==> config.mk <==
export PLATFORM = sky130hd
export DESIGN_NAME = keypad_scanner
export DESIGN_NICKNAME = d
export VERILOG_FILES = /design/src/rtl/keypad_pkg.sv /design/src/rtl/keypad_scanner_debounce_ctr.sv /design/src/rtl/keypad_scanner.sv
export SDC_FILE = /design/constraint.sdc
export NUM_CORES = 1
export LEC_CHECK = 0
export BUFFER_PORTS_ARGS = -buffer_cell sky130_fd_sc_hd__buf_2
export CORE_ASPECT_RATIO = 0.7
export CORE_MARGIN = 3
export CORE_UTILIZATION = 30
export CTS_BUF_LIST = sky130_fd_sc_hd__clkbuf_4 sky130_fd_sc_hd__clkbuf_8 sky130_fd_sc_hd__clkbuf_16
export CTS_CLUSTER_SIZE = 14
export DETAILED_ROUTE_END_ITERATION = 10
export GPL_ROUTABILITY_DRIVEN = 0
export GPL_TIMING_DRIVEN = 1
export PLACE_DENSITY = 0.57
export SLEW_MARGIN = 20
export SYNTH_ARGS = -nofsm -noshare
export SYNTH_HDL_FRONTEND = slang
export SYNTH_HIERARCHICAL = 1
export SYNTH_SLANG_ARGS = --single-unit
==> constraint.sdc <==
create_clock -name clk -period 9.6 [get_ports clk]
set_input_delay 1.92 -clock clk [delete_from_list [all_inputs] [get_ports clk]]
set_output_delay 1.92 -clock clk [all_outputs]
set_load 0.02 [all_outputs]
==> src/rtl/keypad_pkg.sv <==
// -----------------------------------------------------------------------------
// keypad_pkg
// Shared definitions for the keypad matrix scanner:
//   - kp_state_e   : scanner state (SCAN, DEBOUNCE, HELD)
//   - MAX_LINES    : largest supported row/column count
//   - LINE_IDX_W   : index width covering MAX_LINES
//   - code_width() : key_code width for a given matrix size
//   - first_set()  : lowest set bit index of a row vector
// -----------------------------------------------------------------------------
package keypad_pkg;

  typedef enum logic [1:0] {
    SCAN     = 2'd0,
    DEBOUNCE = 2'd1,
    HELD     = 2'd2
  } kp_state_e;

  localparam int unsigned MAX_LINES  = 8;
  localparam int unsigned LINE_IDX_W = $clog2(MAX_LINES);

  function automatic int unsigned code_width(input int unsigned n_rows,
                                             input int unsigned n_cols);
    return $clog2(n_rows * n_cols);
  endfunction

  // Lowest set index wins, so simultaneous presses on one column resolve to
  // the lowest row.
  function automatic logic [LINE_IDX_W-1:0] first_set(input logic [MAX_LINES-1:0] rows);
    logic [LINE_IDX_W-1:0] idx;
    idx = '0;
    for (int i = MAX_LINES - 1; i >= 0; i--) begin
      if (rows[i]) idx = LINE_IDX_W'(i);
    end
    return idx;
  endfunction

endpackage

==> src/rtl/keypad_scanner_debounce_ctr.sv <==
// -----------------------------------------------------------------------------
// debounce_ctr
// Tick-gated saturating counter shared by the DEBOUNCE and HELD phases.
// Ports:
//   clk, rst_i : clock, synchronous active-high reset
//   tick       : advance enable (scan tick)
//   clr        : on tick, restart the count (to 1 if inc is also set, else 0)
//   inc        : on tick, count one more stable sample
//   tc         : high when one more increment reaches TERM
// -----------------------------------------------------------------------------
module debounce_ctr #(
  parameter int unsigned TERM = 3,
  parameter int unsigned W    = 4
) (
  input  logic clk,
  input  logic rst_i,
  input  logic tick,
  input  logic clr,
  input  logic inc,
  output logic tc
);

  logic [W-1:0] cnt_q, cnt_d;

  always_comb begin
    cnt_d = cnt_q;
    if (tick) begin
      if (clr) begin
        cnt_d = inc ? W'(1) : '0;
      end else if (inc && (cnt_q != W'(TERM))) begin
        cnt_d = cnt_q + 1'b1;
      end
    end
  end

  // Look-ahead flag: lets the controller act on the same tick the count
  // would reach TERM instead of one tick later.
  assign tc = (int'(cnt_q) + 1) >= int'(TERM);

  always_ff @(posedge clk) begin
    if (rst_i) cnt_q <= '0;
    else       cnt_q <= cnt_d;
  end

endmodule

==> src/rtl/keypad_scanner.sv <==
// -----------------------------------------------------------------------------
// keypad_scanner
// Drives an active-low one-hot column strobe that rotates on each scan tick,
// samples active-low rows, debounces one press at a time and reports one key
// code per accepted press (key = row*N_COLS + col).
// Ports:
//   clk, rst_i  : clock, synchronous active-high reset
//   ena         : one-cycle scan tick; all state advances only on ena
//   rows_ni     : matrix rows, active-low, asynchronous to clk
//   cols_no     : column strobe, active-low one-hot, registered
//   key_code    : last accepted key, held until the next accepted press
//   key_valid   : one-cycle pulse when key_code updates
//   key_down    : high while the accepted key is held
//   key_release : (KEYPAD_RELEASE_EVT_EN only) one-cycle pulse on release
// Optional feature macro: KEYPAD_RELEASE_EVT_EN
// -----------------------------------------------------------------------------
module keypad_scanner
  import keypad_pkg::*;
#(
  parameter  int unsigned N_COLS    = 4,
  parameter  int unsigned N_ROWS    = 4,
  parameter  int unsigned DEB_TICKS = 3,
  localparam int unsigned CODE_W    = code_width(N_ROWS, N_COLS)
) (
  input  logic              clk,
  input  logic              rst_i,
  input  logic              ena,
  input  logic [N_ROWS-1:0] rows_ni,
  output logic [N_COLS-1:0] cols_no,
  output logic [CODE_W-1:0] key_code,
  output logic              key_valid,
  output logic              key_down
`ifdef KEYPAD_RELEASE_EVT_EN
  ,
  output logic              key_release
`endif
);

  logic [N_ROWS-1:0]     rows_q;
  logic [MAX_LINES-1:0]  rows_wide;
  kp_state_e             state_q, state_d;
  logic [LINE_IDX_W-1:0] col_q, col_d, col_next;
  logic [LINE_IDX_W-1:0] cand_row_q, cand_row_d;
  logic [N_COLS-1:0]     cols_no_q, cols_no_d;
  logic [CODE_W-1:0]     key_code_q, key_code_d;
  logic                  key_valid_q, key_valid_d;
  logic                  key_down_q, key_down_d;
  logic                  ctr_clr, ctr_inc, ctr_tc;
`ifdef KEYPAD_RELEASE_EVT_EN
  logic                  key_release_q, key_release_d;
`endif

  assign rows_wide = MAX_LINES'(rows_q);
  assign col_next  = (col_q == LINE_IDX_W'(N_COLS - 1)) ? '0 : col_q + 1'b1;

  debounce_ctr #(
    .TERM (DEB_TICKS),
    .W    (4)
  ) u_deb (
    .clk   (clk),
    .rst_i (rst_i),
    .tick  (ena),
    .clr   (ctr_clr),
    .inc   (ctr_inc),
    .tc    (ctr_tc)
  );

  always_comb begin
    // NOTE: every signal written here gets a default first, so no path can
    // leave one unassigned and no latch is inferred.
    state_d     = state_q;
    col_d       = col_q;
    cand_row_d  = cand_row_q;
    key_code_d  = key_code_q;
    key_down_d  = key_down_q;
    key_valid_d = 1'b0;
    ctr_clr     = 1'b0;
    ctr_inc     = 1'b0;
`ifdef KEYPAD_RELEASE_EVT_EN
    key_release_d = 1'b0;
`endif

    if (ena) begin
      unique case (state_q)
        SCAN: begin
          if (rows_q != '0) begin
            // Column stays put: the candidate key lives on the driven column.
            cand_row_d = first_set(rows_wide);
            ctr_clr    = 1'b1;
            ctr_inc    = 1'b1;
            state_d    = DEBOUNCE;
          end else begin
            col_d = col_next;
          end
        end
        DEBOUNCE: begin
          if (rows_wide[cand_row_q]) begin
            if (ctr_tc) begin
              key_code_d  = CODE_W'(int'(cand_row_q) * int'(N_COLS) + int'(col_q));
              key_valid_d = 1'b1;
              key_down_d  = 1'b1;
              ctr_clr     = 1'b1;
              state_d     = HELD;
            end else begin
              ctr_inc = 1'b1;
            end
          end else begin
            ctr_clr = 1'b1;
            col_d   = col_next;
            state_d = SCAN;
          end
        end
        HELD: begin
          // Only the accepted row is watched; other presses are ignored.
          if (!rows_wide[cand_row_q]) begin
            if (ctr_tc) begin
              key_down_d = 1'b0;
              ctr_clr    = 1'b1;
              col_d      = col_next;
              state_d    = SCAN;
`ifdef KEYPAD_RELEASE_EVT_EN
              key_release_d = 1'b1;
`endif
            end else begin
              ctr_inc = 1'b1;
            end
          end else begin
            ctr_clr = 1'b1;
          end
        end
        default: state_d = SCAN;
      endcase
    end

    // Strobe is a pure function of the column index, so it is always one-hot.
    cols_no_d = ~(N_COLS'(1) << col_d);
  end

  always_ff @(posedge clk) begin
    // NOTE: flops use non-blocking assignments so every register samples
    // values from before this edge, independent of statement order.
    rows_q <= ~rows_ni;
    if (rst_i) begin
      state_q     <= SCAN;
      col_q       <= '0;
      cand_row_q  <= '0;
      cols_no_q   <= ~N_COLS'(1);
      key_code_q  <= '0;
      key_valid_q <= 1'b0;
      key_down_q  <= 1'b0;
`ifdef KEYPAD_RELEASE_EVT_EN
      key_release_q <= 1'b0;
`endif
    end else begin
      state_q     <= state_d;
      col_q       <= col_d;
      cand_row_q  <= cand_row_d;
      cols_no_q   <= cols_no_d;
      key_code_q  <= key_code_d;
      key_valid_q <= key_valid_d;
      key_down_q  <= key_down_d;
`ifdef KEYPAD_RELEASE_EVT_EN
      key_release_q <= key_release_d;
`endif
    end
  end

  assign cols_no   = cols_no_q;
  assign key_code  = key_code_q;
  assign key_valid = key_valid_q;
  assign key_down  = key_down_q;
`ifdef KEYPAD_RELEASE_EVT_EN
  assign key_release = key_release_q;
`endif

endmodule
==> Word level (Yosys, flattened, before mapping) <==
Index checks and enable logic that the tools add are counted.
{ "word_totals": {"regBits": 26, "in_bits": 7, "word_cells": 80} }
{ "op_classes": {"addsub": 4, "n_lt_le_gt_ge": 2, "n_eq_ne": 10, "n_shift": 1, "mux": 38, "bitwise_logic": 5, "reduce_logical": 11} }
{ "ops": {"columns": ["operator", "count"], "rows": [
  ["32-bit by 3-bit >= comparator with 1-bit output, second input constant", 1],
  ["3-bit two-way mux", 9],
  ["1-bit two-way mux", 15],
  ["2-bit two-way mux", 6],
  ["2-bit inequality test, second input constant", 5],
  ["3-bit case mux with 3 select lines", 1],
  ["4-bit two-way mux", 2],
  ["4-bit inverter", 2],
  ["1-bit case mux with 3 select lines", 2],
  ["2-bit case mux with 3 select lines", 1],
  ["6-bit AND reduction", 1],
  ["4-bit by 1-bit adder with 5-bit output, second input constant", 1],
  ["5-bit AND reduction", 1],
  ["4-bit by 1-bit adder with 4-bit output, second input constant", 1],
  ["4-bit by 3-bit adder with 4-bit output", 1],
  ["3-bit by 4-bit less-than comparator with 1-bit output, second input constant", 1],
  ["4-bit by 2-bit inequality test with 1-bit output, second input constant", 1],
  ["4-bit AND reduction", 1],
  ["2-bit nonzero test", 2],
  ["4-bit nonzero test", 1],
  ["4-bit OR reduction", 1],
  ["1-bit by 3-bit left shift with 4-bit output, first input constant", 1],
  ["3-bit by 1-bit adder with 3-bit output, second input constant", 1],
  ["1-bit binary-select mux with 3-bit select", 1],
  ["10 further kinds", 12]
]} }

==> Logic depth before layout (Yosys ltp) <==
{ "logic_depth": {"ltp_word": 9, "mapped_depth": 12} }

==> Cells and area by module <==
Netlist, hierarchy kept.
{ "by_module_without_submodules": {"columns": ["module", "n_inst", "cells_each", "area_per_inst_um2"], "rows": [
  ["keypad_scanner", 1, 116, 1139.8],
  ["debounce_ctr", 1, 38, 284.0]
]} }

==> Worst setup path after synthesis <==
Ideal clock, no wire load.
{ "synth_path": {"kind": "in2reg", "start": "input ena", "end": "register u_deb.cnt_q[0]", "t_arrival_ns": 3.634, "t_required_ns": 9.526, "slack_ns": 5.892, "path_stages": 6, "path_cell_list": "buf_16 > inv_1 > a2111oi_0 > and3_2 > a21oi_1 > a31oi_1"} }
{ "synth_between": {"word_cells_on_any_way": 7} }
{ "synth_lines": {"columns": ["item", "line", "rtl"], "rows": [
  ["start, declared", "keypad_scanner.sv:27", "input logic ena,"],
  ["1-bit two-way mux (*)", "keypad_scanner.sv:83", "if (ena) begin"],
  ["named net ctr_clr", "keypad_scanner.sv:48", "logic ctr_clr, ctr_inc, ctr_tc;"],
  ["2-bit nonzero test (no source line)", null, null],
  ["2-bit AND reduction (no source line)", null, null],
  ["end signal, assigned", "keypad_scanner_debounce_ctr.sv:42", "else cnt_q <= cnt_d;"],
  ["end, declared", "keypad_scanner_debounce_ctr.sv:23", "logic [W-1:0] cnt_q, cnt_d;"]
]} }
Mark *: on every way through the listed nets, which the timed path passes. The rest lies on a longest branch.
A chain may end at the register's enable or synchronous reset.

==> Worst setup path in the final report <==
{ "layout_path": {"start": "input ena", "end": "register u_deb.cnt_q[1]"} }
{ "layout_between": {"elab_chain_cells": 4, "word_cells_on_any_way": 6} }
{ "layout_lines": {"columns": ["item", "line", "rtl"], "rows": [
  ["1-bit two-way mux", "keypad_scanner.sv:83", null],
  ["named net ctr_inc", "keypad_scanner.sv:48", null],
  ["1-bit logical AND", "keypad_scanner_debounce_ctr.sv:30", "end else if (inc && (cnt_q != W'(TERM))) begin"],
  ["2-bit nonzero test (no source line)", null, null],
  ["2-bit AND reduction (no source line)", null, null]
]} }
The timed path passes the listed nets, and every way through them passes these cells.

==> impl_metrics.py <==
metrics = {
    "logic_synthesis": {
        "synth_seq_area_share": 0.351,
        "synth-edff-count": 0,
        "synth.area.top_cells": "dfxtp_1, mux2i_1, ha_1, inv_1, a21oi_1",
        "syn_area_per_cell_um2": 9.25,
        "ys.flop_type": "dfxtp_1",
        "synthesis.area_um2": 1420,
        "yosysWarnings": 6,
        "synth-seq-cells": 25,
        "synth.distinct_cells": 55,
        "synth-async-reset-ratio": 0,
        "synth_top_area_frac": 0.351,
        "syn_inst": 154,
        "syn_nets": 165,
        "synth_area_leader_cell": "dfxtp_1",
    },
    "power": {
        "power.density_nw_per_um2": 143,
        "p_total_w": 0.000226,
        "leakagePower_nw": 0.685,
        "max-vdd-ir-drop_mv": 0.0506,
    },
    "hold_path": {
        "hp-class": "register to register",
        "holdPathStages": 2,
        "hp-start": "key_code[0]",
        "min_to": "key_code[0]",
    },
    "setup_path": {
        "worst_ep_required_time_ps": 9810,
        "regToRegSetupSlack_ps": 6680,
        "worstPathMaxFanout": 15,
        "end_kind": "register",
        "rr_endpoint": "u_deb/cnt_q[0]",
        "reg2regPathDepth": 10,
        "crit_type": "primary input to register",
        "start_kind": "primary input",
        "r2r_start": "u_deb/cnt_q[0]",
        "arrival_ps": 3760,
    },
    "placement": {
        "port_buffers": 16,
        "placed_area_um2": 1520,
        "dp_hpwl_um": 2090,
        "dp_cells": 219,
    },
    "timing": {
        "timing.final.crit_period_ps": 3560,
        "finalSetupViolCount": 0,
        "hold_viol": 0,
        "slew_violations": 0,
        "max_freq_mhz": 281,
        "tns_ps": 0,
        "worstMarginPinSlew_ps": 766,
        "fin_skew_ps": 2.73,
        "max_slew_margin": 0.484,
        "rsz0062_at_grt": "false",
        "min_period_over_period": 0.370,
    },
    "routing": {
        "drc": 0,
        "dr.pass1.iters": 4,
        "wire_per_inst_um": 13.1,
        "wl_um": 2930,
        "drt_iter0_drc": 55,
        "dr_total_vias": 1148,
        "antenna_left": 0,
        "viasPerCell": 5.15,
    },
    "global_routing": {
        "grt_pass1_vias": 1002,
        "grt_pass1_wl_um": 4860,
        "track_usage": 0.109,
        "grt_max_degree": 23,
        "gr-total-overflow": 0,
        "antenna_found_initial": 0,
    },
    "layout": {
        "area_delta_synth_final_pct": 10.9,
        "layout_common_cells": "dfxtp_1, buf_2, inv_1, nor2_1, a21oi_1",
        "fin_area_um2": 1580,
        "stdcell_count": 223,
        "seq_area_um2": 500,
        "fillCellCount": 464,
        "multi_input_area_um2": 825,
        "nNetsFinal": 180,
        "layout_commonest_cell": "dfxtp_1",
        "drive_above_1_share": 0.226,
        "diodes": 0,
    },
    "cts": {
        "clk-insertion-delay-late_ps": 270,
        "clkSinkCount": 25,
        "clk_path_buf_depth": 2,
        "cts-htree-levels": 1,
        "cts_made_buffers": 3,
        "clk_pin_slew_worst_paths_ps": 90,
        "clockRootBuffer": "clkbuf_8",
        "post_cts_buffers": 0,
        "cts_tree": "yes",
        "hold_buffers": 0,
        "cts_resized": 0,
    },
    "floorplan": {
        "initial_core_util": 0.320,
        "die_w_um": 88.3,
        "die_y_um": 63.6,
        "io_pins": 17,
        "core_area_um2": 4450,
        "fp-row-count": 20,
        "die_area_um2": 5620,
    },
    "job": {
        "maxCapViolCount": 0,
    },
    "outcome": {
        "status": "finished, final reports clean",
    },
}
==> power breakdown <==
group	total, W	switching, W	internal (W)
Sequential	0.000117	0.00000753	0.000109
Combinational	0.0000437	0.0000255	0.0000182
Clock	0.0000652	0.0000358	0.0000295
==> sequential cells by signal, summed over array words and instances, names as in the netlist <==
register / count
col_q: 3
key_down: 1
key_valid: 1
key_code: 4
cols_no: 4
state_q: 2
u_deb/cnt_q: 4
cand_row_q: 2
rows_q: 4
==> stage by stage <==
step           hold slack [ps]  worst slack, ps  utilization
6_report                   501             6040        0.354
5_1_grt                    526             5830        0.354
4_1_cts                    512             5700        0.353
3_5_place_dp               487             5390        0.342
3_3_place_gp               479             5530        0.342
2_1_floorplan              483             5890            -
==> synthesized netlist by cell type (all sizes together) (2+ instances only) <==
library cell	count
dfxtp	25
or4	2
o41ai	2
a2111oi	2
clkbuf	5
or3	2
a31oi	2
o21ai	8
o22ai	2
nor2b	4
nor3	7
and2	3
nor2	11
mux2	2
nand2b	2
a21oi	9
ha	4
nor4	2
a32oi	2
nand4	2
and3	6
inv	13
buf	2
nand2	4
mux2i	8
nor3b	2
==> layout make-up <==
type / count / area share
clock inverters: 1 / 0.00475
repair buffers: 17 / 0.0555
well taps: 55 / 0.0436
multi-input cells: 109 / 0.522
inverters: 13 / 0.0309
clock buffers: 3 / 0.0261
flip-flops and latches: 25 / 0.317
==> layer usage <==
layer  global-route usage  wire, um  share of wire
met5                    0         0              0
met4               0.0340        27         0.0092
met3               0.0275        89          0.030
met1                0.165      1610           0.55
met2                0.148      1200           0.41
==> worst max path at each step <==
stage          startpoint        endpoint  slack, ps  cells past startpoint
6_report              ena  u_deb/cnt_q[1]       6040                      6
4_1_cts               ena  u_deb/cnt_q[1]       5700                      6
5_1_grt               ena  u_deb/cnt_q[1]       5830                      6
2_1_floorplan         ena  u_deb/cnt_q[0]       5890                      6
3_5_place_dp          ena  u_deb/cnt_q[1]       5390                      6
3_3_place_gp          ena  u_deb/cnt_q[1]       5530                      6
==> cells by family after synthesis <==
family          synth area share
xor+xnor                 0.00615
compound gates             0.205
fa+ha+maj                 0.0352
simple gates               0.240
flops                      0.351
mux                       0.0879
buf+inv                   0.0747
==> worst max-delay path: stages <==
cell and delay, ps:
buf_2 260, inv_1 180, o41ai_2 660, nand2_2 110, or4_1 490, a21oi_1 150
(Power assumes the default switching activity.)
